[src/rtl/if_fetch.sv]
// Instruction-fetch stage: owns the PC and assembles 32-bit little-endian words
// from a byte-serial memory port. Optional direct-mapped I-cache under ICACHE_EN.
module if_fetch #(
  parameter logic [31:0] RESET_PC     = 32'h0,
  parameter int          ICACHE_LINES = 64
) (
  input  logic        clk,
  input  logic        rst,
  input  logic        rdy,
  input  logic [5:0]  stall,
  input  logic        branch_if,
  input  logic        jmp_e,
  input  logic [31:0] jmp_target,
  input  logic [7:0]  mem_if_data,
  input  logic        mem_if_valid,
  output logic        if_mem_req,
  output logic [31:0] if_mem_addr,
  output logic        if_stall_req,
  output logic        if_br,
  output logic [31:0] if_pc,
  output logic [31:0] if_inst,
  output logic        if_inst_valid
);

  localparam logic [1:0] IDLE  = 2'd0;
  localparam logic [1:0] FETCH = 2'd1;
  localparam logic [1:0] HOLD  = 2'd2;

  logic [1:0]  state_q, state_d;
  logic [31:0] pc_q, pc_d;
  logic [1:0]  cnt_q, cnt_d;
  logic [31:0] addr_q, addr_d;
  logic [31:0] inst_q, inst_d;
  logic [31:0] ifPc_q, ifPc_d;
  logic        valid_q, valid_d;
  logic        br_q, br_d;
  logic        brPend_q, brPend_d;

  logic        abort;
  logic        cacheHit;
  logic [31:0] cacheRdData;
  logic        cacheWe;
  logic [31:0] cacheWrData;

  // A still-asserted branch_if is already being serviced while the restart is pending or acked.
  assign abort = jmp_e | (branch_if & ~brPend_q & ~br_q);
  assign cacheWrData = {mem_if_data, inst_q[23:0]};

  always_comb begin
    state_d  = state_q;
    pc_d     = pc_q;
    cnt_d    = cnt_q;
    addr_d   = addr_q;
    inst_d   = inst_q;
    ifPc_d   = ifPc_q;
    valid_d  = 1'b0;
    br_d     = 1'b0;
    brPend_d = brPend_q;
    cacheWe  = 1'b0;
    if (abort) begin
      state_d  = IDLE;
      cnt_d    = 2'd0;
      brPend_d = 1'b1;
      if (jmp_e) begin
        pc_d = jmp_target;
      end
    end else begin
      case (state_q)
        IDLE: begin
          if (!stall[0]) begin
            if (cacheHit) begin
              if (!stall[1]) begin
                valid_d = 1'b1;
                inst_d  = cacheRdData;
                ifPc_d  = pc_q;
                pc_d    = pc_q + 32'd4;
              end
            end else begin
              state_d  = FETCH;
              cnt_d    = 2'd0;
              addr_d   = pc_q;
              br_d     = brPend_q;
              brPend_d = 1'b0;
            end
          end
        end
        FETCH: begin
          if (mem_if_valid) begin
            case (cnt_q)
              2'd0:    inst_d[7:0]   = mem_if_data;
              2'd1:    inst_d[15:8]  = mem_if_data;
              2'd2:    inst_d[23:16] = mem_if_data;
              default: inst_d[31:24] = mem_if_data;
            endcase
            cnt_d  = cnt_q + 2'd1;
            addr_d = addr_q + 32'd1;
            if (cnt_q == 2'd3) begin
              ifPc_d  = pc_q;
              cacheWe = 1'b1;
              if (!stall[1]) begin
                valid_d = 1'b1;
                pc_d    = pc_q + 32'd4;
                state_d = IDLE;
              end else begin
                state_d = HOLD;
              end
            end
          end
        end
        HOLD: begin
          if (!stall[1]) begin
            valid_d = 1'b1;
            pc_d    = pc_q + 32'd4;
            state_d = IDLE;
          end
        end
        default: state_d = IDLE;
      endcase
    end
  end

  always_ff @(posedge clk) begin
    if (!rst) begin
      state_q  <= IDLE;
      pc_q     <= RESET_PC;
      cnt_q    <= 2'd0;
      addr_q   <= 32'd0;
      inst_q   <= 32'd0;
      ifPc_q   <= 32'd0;
      valid_q  <= 1'b0;
      br_q     <= 1'b0;
      brPend_q <= 1'b0;
    end else if (rdy) begin
      state_q  <= state_d;
      pc_q     <= pc_d;
      cnt_q    <= cnt_d;
      addr_q   <= addr_d;
      inst_q   <= inst_d;
      ifPc_q   <= ifPc_d;
      valid_q  <= valid_d;
      br_q     <= br_d;
      brPend_q <= brPend_d;
    end
  end

`ifdef ICACHE_EN
  localparam int IW = $clog2(ICACHE_LINES);

  logic [31:0]         cacheData [ICACHE_LINES];
  logic [31-IW-2:0]    cacheTag  [ICACHE_LINES];
  logic [ICACHE_LINES-1:0] cacheValid_q;
  logic [IW-1:0]       cacheIdx;
  logic                unusedBits;

  // Written words always belong to pc_q, so one index serves lookup and fill.
  assign cacheIdx    = pc_q[IW+1:2];
  assign cacheRdData = cacheData[cacheIdx];
  assign cacheHit    = cacheValid_q[cacheIdx] & (cacheTag[cacheIdx] == pc_q[31:IW+2]) & ~brPend_q;
  assign unusedBits  = ^stall[5:2];

  always_ff @(posedge clk) begin
    if (!rst) begin
      cacheValid_q <= '0;
    end else if (rdy && cacheWe && !abort) begin
      cacheValid_q[cacheIdx] <= 1'b1;
    end
  end

  always_ff @(posedge clk) begin
    if (rdy && cacheWe && !abort) begin
      cacheData[cacheIdx] <= cacheWrData;
      cacheTag[cacheIdx]  <= pc_q[31:IW+2];
    end
  end
`else
  logic unusedBits;

  assign cacheHit    = 1'b0;
  assign cacheRdData = 32'd0;
  assign unusedBits  = ^{stall[5:2], cacheWe, cacheWrData, (ICACHE_LINES != 0)};
`endif

  assign if_mem_req    = (state_q == FETCH);
  assign if_stall_req  = (state_q == FETCH);
  assign if_mem_addr   = addr_q;
  assign if_br         = br_q;
  assign if_pc         = ifPc_q;
  assign if_inst       = inst_q;
  assign if_inst_valid = valid_q;

endmodule

[config.mk]
export PLATFORM = sky130hd
export DESIGN_NAME = if_fetch
export DESIGN_NICKNAME = d
export VERILOG_FILES = /design/src/rtl/if_fetch.sv
export SDC_FILE = /design/constraint.sdc
export NUM_CORES = 1
export LEC_CHECK = 0
export CAP_MARGIN = 15
export CORE_MARGIN = 5
export CORE_UTILIZATION = 42
export DETAILED_ROUTE_END_ITERATION = 8
export GPL_TIMING_DRIVEN = 1
export PLACE_DENSITY = 0.71
export SKIP_CTS_REPAIR_TIMING = 1
export SYNTH_ARGS = -nofsm -noshare
export SYNTH_HDL_FRONTEND = slang
export SYNTH_SLANG_ARGS = --single-unit
[constraint.sdc]
create_clock -name clk -period 6.4 [get_ports clk]
set_input_delay 0.96 -clock clk [delete_from_list [all_inputs] [get_ports clk]]
set_output_delay 0.96 -clock clk [all_outputs]
set_load 0.005 [all_outputs]
# Word-level counts from Yosys, hierarchy flattened
# Cells that the tools add are included.
# word_totals
regBits	135
latch_bits	0
mem_bits_rw	0
romBits	0
in_bits	52
output_inout_bits	100
elab_cells	83
memories	0
# classes
add_sub_neg	3
n_mul	0
n_div	0
magnitude_cmp	0
eq_ne	13
n_shift	0
n_mux	31
bitwise_logic	7
n_reduce_logical	17
# op_table
operator	n
2-to-1 mux 32 bit	7
case mux 32 bit (2 select lines)	2
AND reduction 5 bit	8
adder 32 x 1 -> 32 bit (second input constant)	1
adder 32 x 3 -> 32 bit (second input constant)	1
2-to-1 mux 2 bit	9
2-to-1 mux 1 bit	10
== test 2 bit (second input constant)	3
inequality test 2 bit (second input constant)	3
inequality test 3 bit (second input constant)	2
case mux 2 bit (3 select lines)	1
nonzero test 3 bit	2
== test 2 x 1 -> 1 bit (second input constant)	2
logical NOT 2 bit	2
NOT 1 bit	4
case mux 2 bit (2 select lines)	1
AND reduction 4 bit	1
nonzero test 2 bit	2
inequality test 3 x 1 -> 1 bit (second input constant)	1
inequality test 3 x 2 -> 1 bit (second input constant)	1
AND reduction 3 bit	1
OR reduction 3 bit	1
adder 2 x 1 -> 2 bit (second input constant)	1
AND 1 bit	2
3 further kinds	3

# Depth between registers and ports, before layout
# Gate-level depths: netlist of the first run.
# logic_depth
ltp_word	6
ltp_mapped	11
mapped_depth_nobuf	7

# Worst setup path before layout of the first run
# OpenSTA, ideal clock, no wires.
# synth_path
kind	input -> register
from	input jmp_e
to	register pc_q[8]
setup_ns	0.115
arrival_time_ns	2.454
t_required_ns	6.285
path_slack_ns	3.832
stages	8
path_buffers	4
path_cell_list	clkbuf_1 > o41ai_2 > or2_0 > clkbuf_1 > buf_4 > buf_4 > a21oi_1 > o21a_1
# synth_via
elab_chain_len	3
word_cells_on_any_way	7
classes_between	eq/ne (3); mux (1); bitwise (1); reduce/logical (2)
# synth_rtl
item	line	text
start: declaration	12	input logic jmp_e,
OR 1 bit	46	assign abort = jmp_e | (branch_if & ~brPend_q & ~br_q);
inequality test 3 x 1 -> 1 bit (no source line), or another cell as far along	--	
AND reduction 5 bit (no source line)	--	
end signal: assignment	135	pc_q <= pc_d;
end: declaration	30	logic [31:0] pc_q, pc_d;
# Parallel ways exist; a longest one is shown, timed or not.
# A chain may end at the register's enable or synchronous reset.

# Worst setup path in the final report of the first run
# layout_path
from	register state_q[1]
to	register pc_q[14]
# layout_via
elab_chain_len	3
word_cells_on_any_way	8
classes_between	eq/ne (4); mux (2); reduce/logical (2)
# layout_rtl
item	line	text
start: declaration	29	logic [1:0] state_q, state_d;
start signal: assignment	134	state_q <= state_d;
== test 2 x 1 -> 1 bit / == test 2 bit (equally long branches)	68	case (state_q)
inequality test 3 x 1 -> 1 bit (no source line), or another cell as far along	--	
AND reduction 5 bit (no source line) / 2-to-1 mux 32 bit (equally long branches)	--	
# Parallel ways exist; a longest one is shown, timed or not.

==> metrics.yaml, run 1 <==
status:
  outcome: "finished clean"
clocking:
  cts.path.max_buffers: 2
  cts.sinks: 135
  clkLatencyLatePin_ps: 420
  clkSlewWorstSetupHoldPaths_ps: 60
  cts_made_buffers: 17
  tritoncts: "yes"
  h-tree-depth: 4
  cts_root_buffer: "clkbuf_16"
timing:
  tightest_slew_ps: 961.4
  setup_viol: 0
  hold_viol_final: 0
  drv_slew: 0
  period_needed_ps: 3656
  grt_setup_unrepaired: "no"
  fin_ws_ps: 2744
  max_freq_ghz: 0.2735
  clock_skew_ps: 7.160
  slew_headroom: 0.3591
  tns_ps: 0
  finalCritPeriodShare: 0.5712
worst_setup_path:
  worstPathArrival_ps: 3970
  critPathLaunch: "state_q[1]"
  r2r_start: "state_q[1]"
  cp.required_ps: 6710
  critPathLaunchType: "flop"
  critPathKind: "reg -> reg"
  cp-end-kind: "flop"
  crit_fanout: 49
hold_path:
  min_from: "if_inst[11]"
  hold_path.class: "reg -> reg"
synth:
  synth_area_leaders: "dfxtp_1, a21oi_1, nand2_1, nand3_1, clkbuf_1"
  synthFlopType: "dfxtp_1"
  postSynthCellCount: 896
  syn_avg_cell_area_um2: 7.645
  ys_ff_latch: 135
  yosys_warnings: 0
  yosysTopAreaCell: "dfxtp_1"
  synthDistinctLibCells: 63
  synth_nets: 958
  netlist.area_leader.share: 0.3945
  async_flop_share: 0
  synth_edf_count: 0
  syn-cell-area_um2: 6850
  synth_seq_area_share: 0.3945
floorplanning:
  dieWidth_um: 137.7
  rows: 46
  core_region_area_um2: 15940
  io_pins: 152
  initial_core_util: 0.4297
  die_h_um: 137.7
  dieArea_um2: 18960
routing:
  via_per_inst: 5.834
  drt-initial-drc-count: 667
  dr.pass1.iters: 5
  antenna_left: 0
  routedWlPerCell_um: 18.06
  drc_errors: 0
  drt-total-wl_um: 22220
  num_vias: 7176
global_routing:
  grt_pass1_wl_um: 34670
  grt_overflow: 0
  grt_pass1_vias: 6484
  grt_antenna_before_repair: 0
  grtUsageTotal: 0.2300
  grt_max_degree: 77
finish:
  design_area_um2: 9026
  fin_nets: 1064
  final_layout_size_suffix_gt1_frac: 0.07692
  final_cell_mix: "nand2_1, clkdlybuf4s50_1, dfxtp_1, a21oi_1, nand3_1"
  final_common_cell: "nand2_1"
  diodes: 0
  syn2layout_area_growth_pct: 31.76
placed_design:
  dpl_cell_area_um2: 8394
  port_buffers: 147
  dpl.hpwl_um: 15310
  pre_cts_ws_ps: 2249
  gp_congestion: 0.8654
power_and_ir_drop:
  p_per_area_nw_per_um2: 230.5
  power_leakage_uw: 0.002970
  peakVddDrop_mv: 0.1839
flow_run:
  cap_violations: 0
where the power goes:
group,total [uW],switching [uW],internal (uW)
Clock,997,384,613
Combinational,188,104,83.7
Sequential,896,36.5,860
path summary, 6_finish.rpt:
kind | end | slack, ps | cells past startpoint
setup reg to reg | pc_q[14] | 2740 | 9
setup / recovery | pc_q[14] | 2740 | 9
hold reg to reg | if_inst[11] | 450 | 2
hold / removal | if_inst[11] | 450 | 2
registers in the layout (all words and copies together), names as in the netlist:
name / cells
state_q: 2
pc_q: 32
if_inst: 32
cnt_q: 2
if_br: 1
brPend_q: 1
if_pc: 32
if_inst_valid: 1
if_mem_addr: 32
per-layer routing:
layer / share of wire / global-route usage
met4: 0.029 / 0.08672
met2: 0.45 / 0.3528
met1: 0.44 / 0.3108
met5: 0 / 0
met3: 0.085 / 0.05953
metrics by stage:
| stage | utilization | hold slack, ps | std cells | power (uW) |
|---|---|---|---|---|
| final | 0.5662 | 451.1 | 1230 | 2081 |
| after global routing | 0.5662 | 471.9 | 1230 | 2153 |
| after CTS | 0.5641 | 455.2 | 1228 | 2088 |
| after detailed placement | 0.5265 | 446.5 | 1197 | 1096 |
| after global placement | 0.5265 | 441.6 | 1197 | 1095 |
| after floorplan | - | 444.4 | 896 | 1008 |
worst max-delay path, cell delays in order (launching register included):
cell     delay, ps
dfxtp_1        330
inv_1           80
ha_2           390
buf_4          500
inv_1          150
o41ai_2        600
or2_0          810
buf_4          360
a21oi_1         60
o221a_2        250
cells by family (layout without fill, tap and decap cells):
group	after synthesis	count (layout)	synth area share
simple gates	393	393	0.2869
buf+inv	86	204	0.05023
flops	135	135	0.3945
fa+ha+maj	10	10	0.01826
mux	5	5	0.007306
compound gates	267	267	0.2427
synth_stat cells (all sizes together) (3+ instances only):
master,instances
nor3,15
o31a,5
o31ai,3
inv,11
o21a,3
o22ai,5
dfxtp,135
nand2,159
a21o,3
or4,8
and2,11
buf,21
a31oi,22
a21oi,126
a21boi,6
a211oi,6
or3,10
nand3b,3
mux2i,5
nand3,67
nor4,15
clkbuf,54
ha,10
nor2,51
and3,14
a32oi,6
o21ai,38
and4,3
o211ai,9
nand4b,3
nand4,22
o221a,11
a41oi,4
nor2b,4
layout make-up:
type | count | area, um2
fill | 1503 | 6917
multi-input combinational | 675 | 3811
sequential | 135 | 2703
timing repair buffer | 162 | 1602
clock buffer | 17 | 425.4
tap | 216 | 270.3
clock inverter | 14 | 173.9
inverter | 11 | 41.29
(Power assumes the default switching activity.)
==> run 2: changes to the inputs <==
==> constraint.sdc (replaced) <==
create_clock -name clk -period 3.6 [get_ports clk]
set_input_delay 0.54 -clock clk [delete_from_list [all_inputs] [get_ports clk]]
set_output_delay 0.54 -clock clk [all_outputs]
set_load 0.005 [all_outputs]
==> metrics.yaml, run 2 (same netlist as run 1, synthesis figures left out) <==
routing:
  num_vias: 7225
  dr.pass1.iters: 5
  drt-initial-drc-count: 869
  drt-total-wl_um: 22420
  routedWlPerCell_um: 18.14
  drc_errors: 0
  via_per_inst: 5.845
  antenna_left: 0
floorplanning:
  dieArea_um2: 18960
  die_h_um: 137.7
  dieWidth_um: 137.7
  initial_core_util: 0.4297
  io_pins: 152
  core_region_area_um2: 15940
  rows: 46
finish:
  diodes: 0
  final_layout_size_suffix_gt1_frac: 0.08235
  syn2layout_area_growth_pct: 31.89
  final_common_cell: "nand2_1"
  fin_util: 0.5667
  fin_nets: 1069
  final_cell_mix: "nand2_1, clkdlybuf4s50_1, dfxtp_1, a21oi_1, nand3_1"
global_routing:
  grt_overflow: 0
  grt_pass1_wl_um: 35100
  grt_max_degree: 72
  grt_pass1_vias: 6505
  grt_antenna_before_repair: 0
  grtUsageTotal: 0.2345
hold_path:
  min_from: "if_pc[1]"
  holdPathStages: 2
  hold_end: "if_pc[1]"
  hold_path.class: "reg -> reg"
timing:
  setup_viol: 0
  hold_ws_ps: 451.6
  hold_viol_final: 0
  max_freq_ghz: 0.3565
  slew_headroom: 0.2857
  tns_ps: 0
  drv_slew: 0
  clock_skew_ps: 8.088
  tightest_slew_ps: 1068
  period_needed_ps: 2805
  grt_setup_unrepaired: "no"
  finalCritPeriodShare: 0.7793
worst_setup_path:
  cp.required_ps: 3950
  critPathKind: "reg -> reg"
  crit_fanout: 8
  r2r-end: "if_mem_addr[30]"
  rr_worst_depth: 7
  cp-end-kind: "flop"
  r2r_start: "if_mem_addr[0]"
  critPathLaunchType: "flop"
  rrSetupSlack_ps: 790
  worstPathArrival_ps: 3160
power_and_ir_drop:
  peakVddDrop_mv: 0.3343
  power_leakage_uw: 0.002988
  p_per_area_nw_per_um2: 399.1
  fin_total_pwr_uw: 3606
placed_design:
  dpl.hpwl_um: 15620
  port_buffers: 147
  gp_congestion: 0.8903
clocking:
  cts_made_buffers: 17
  tritoncts: "yes"
  cts.path.max_buffers: 2
  clkLatencyLatePin_ps: 430
  cts_root_buffer: "clkbuf_16"
  h-tree-depth: 4
  clkSlewWorstSetupHoldPaths_ps: 60
  cts.sinks: 135
flow_run:
  cap_violations: 0
status:
  outcome: "finished clean"
-- run 2: stage by stage --
step / cell area (um2) / worst slack (ps) / std cells
finish: 9035 / 794.6 / 1236
global route: 9035 / 586.0 / 1236
CTS: 9035 / 865.2 / 1236
detailed placement: 8472 / 660.3 / 1204
global placement: 8472 / 674.2 / 1204
floorplan: 6850 / 1381 / 896
-- run 2: routing by layer --
metal,wire length (um),vias to the layer above,share of wire,track usage
li1,-,3486,-,-
met1,9925,3368,0.44,0.3233
met2,10300,342,0.46,0.3750
met3,1886,29,0.084,0.05442
met4,306,0,0.014,0.05104
met5,0,-,0,0
-- run 2: power breakdown --
group / total, uW / switching (uW) / internal, uW
combinational: 337 / 183 / 153
clock: 1670 / 761 / 913
sequential: 1600 / 67.7 / 1530
total: 3610 / 1010 / 2590
-- run 2: how the worst max path moves through the flow --
stage	startpoint	end	slack, ps	depth (start not counted)
global placement	branch_if	if_pc[18]	670	8
floorplan	state_q[1]	pc_q[8]	1380	11
CTS	if_mem_addr[0]	if_mem_addr[30]	870	7
detailed placement	branch_if	if_pc[29]	660	8
finish	if_mem_addr[0]	if_mem_addr[30]	790	7
global route	if_mem_addr[0]	if_mem_addr[30]	590	7
-- run 2: layout make-up --
| class | instances | area (um2) |
|---|---|---|
| Clock inverter | 15 | 137.6 |
| Timing Repair Buffer | 167 | 1647 |
| Tap cell | 216 | 270.3 |
| Fill cell | 1501 | 6908 |
| Sequential cell | 135 | 2703 |
| Clock buffer | 17 | 425.4 |
| Multi-Input combinational cell | 675 | 3811 |
| Inverter | 11 | 41.29 |
-- run 2: critical path, cell delays in order (launching register included) --
cell and delay, ps:
dfxtp_1 480, ha_1 290, nand3_1 190, nor4_1 730
buf_4 300, nand3_1 140, or4_1 430, a31oi_1 160
==> run 3: changes to the inputs <==
==> constraint.sdc (replaced) <==
create_clock -name clk -period 2.85 [get_ports clk]
set_input_delay 0.4275 -clock clk [delete_from_list [all_inputs] [get_ports clk]]
set_output_delay 0.4275 -clock clk [all_outputs]
set_load 0.005 [all_outputs]
==> metrics.yaml, run 3 (same netlist as run 1, synthesis figures left out) <==
clocking:
  cts.path.max_buffers: 2
  h-tree-depth: 4
  cts_made_buffers: 17
  clkLatencyLatePin_ps: 430
  clkSlewWorstSetupHoldPaths_ps: 60
  cts_root_buffer: "clkbuf_16"
  cts.sinks: 135
  tritoncts: "yes"
finish:
  diodes: 0
  fillers: 1491
  seqCellArea_um2: 2703
  final_common_cell: "nand2_1"
  syn2layout_area_growth_pct: 35.07
  multi_input_area_um2: 3811
  fin_nets: 1085
  final_cell_mix: "nand2_1, clkdlybuf4s50_1, dfxtp_1, a21oi_1, nand3_1"
  final_layout_size_suffix_gt1_frac: 0.09653
  design_area_um2: 9253
placed_design:
  pre_cts_ws_ps: 40.32
  dpl.hpwl_um: 15730
  dpl_cell_area_um2: 8642
  port_buffers: 147
  gp_congestion: 0.9128
flow_run:
  cap_violations: 0
floorplanning:
  rows: 46
  die_h_um: 137.7
  dieWidth_um: 137.7
  initial_core_util: 0.4297
  dieArea_um2: 18960
  core_region_area_um2: 15940
  io_pins: 152
global_routing:
  grt_pass1_wl_um: 35610
  grt_pass1_vias: 6717
  grt_antenna_before_repair: 0
  grt_max_degree: 108
  grt_overflow: 0
  grtUsageTotal: 0.2378
hold_path:
  hold_path.class: "reg -> reg"
timing:
  slew_headroom: 0.2982
  period_needed_ps: 2580
  drv_slew: 0
  tightest_slew_ps: 1049
  tns_ps: 0
  max_freq_ghz: 0.3876
  fin_ws_ps: 270.1
  grt_setup_unrepaired: "no"
  hold_viol_final: 0
  finalCritPeriodShare: 0.9052
  setup_viol: 0
  hold_ws_ps: 450.9
  clock_skew_ps: 7.874
worst_setup_path:
  cp-end-kind: "flop"
  worstPathArrival_ps: 2930
  critPathLaunchType: "flop"
  crit_fanout: 14
  critPathKind: "reg -> reg"
  cp.required_ps: 3200
status:
  outcome: "finished clean"
routing:
  via_per_inst: 5.904
  antenna_left: 0
  dr.pass1.iters: 5
  num_vias: 7392
  drt-initial-drc-count: 693
  drt-total-wl_um: 22710
  drc_errors: 0
  routedWlPerCell_um: 18.14
power_and_ir_drop:
  peakVddDrop_mv: 0.4618
  fin_total_pwr_uw: 4754
  p_per_area_nw_per_um2: 513.8
  power_leakage_uw: 0.003116
[run 3: cell count changes in the layout (fill, tap and decap cells not counted)]
cell,previous run,this run
bufinv_16,0,2
inv_6,4,3
clkinv_2,1,0
clkinvlp_4,2,1
clkinv_4,3,4
buf_4,18,30
buf_12,2,6
[run 3: final cells by class]
cell class | count | share of cell area
inverters | 11 | 0.004462
repair buffers | 183 | 0.1963
well taps | 216 | 0.02921
flip-flops and latches | 135 | 0.2921
multi-input cells | 675 | 0.4119
clock inverters | 15 | 0.02001
clock buffers | 17 | 0.04598
[run 3: critical path, stage by stage, from the launching register on]
cell and delay, ps:
dfxtp_1 330, inv_1 80, ha_2 320, o21ba_2 160, a21oi_1 110, nor2_1 820, nand2_1 420, o21ai_0 260
[run 3: report_power, final]
part	switching, uW	internal (uW)	total [uW]
Sequential	72.4	1930	2000
Clock	959	1330	2290
Combinational	250	212	463
Total	1280	3470	4750
[run 3: final timing paths]
path / startpoint / slack, ps / depth (start not counted) / endpoint
setup reg to reg: state_q[1] / 270 / 7 / pc_q[15]
hold reg to reg: if_pc[1] / 450 / 2 / if_pc[1]
hold / removal: if_pc[1] / 450 / 2 / if_pc[1]
setup / recovery: state_q[1] / 270 / 7 / pc_q[15]
[run 3: through the flow]
step / cells / util
4_1_cts: 1252 / 0.5804
6_report: 1252 / 0.5804
2_1_floorplan: 896 / -
3_5_place_dp: 1220 / 0.5421
5_1_grt: 1252 / 0.5804
3_3_place_gp: 1220 / 0.5421
[run 3: per-layer routing]
metal	wire [um]	share of wire	GRT usage
met5	0	0	0
met4	823	0.036	0.1015
met3	1803	0.079	0.06245
met2	10130	0.45	0.3636
met1	9945	0.44	0.3167
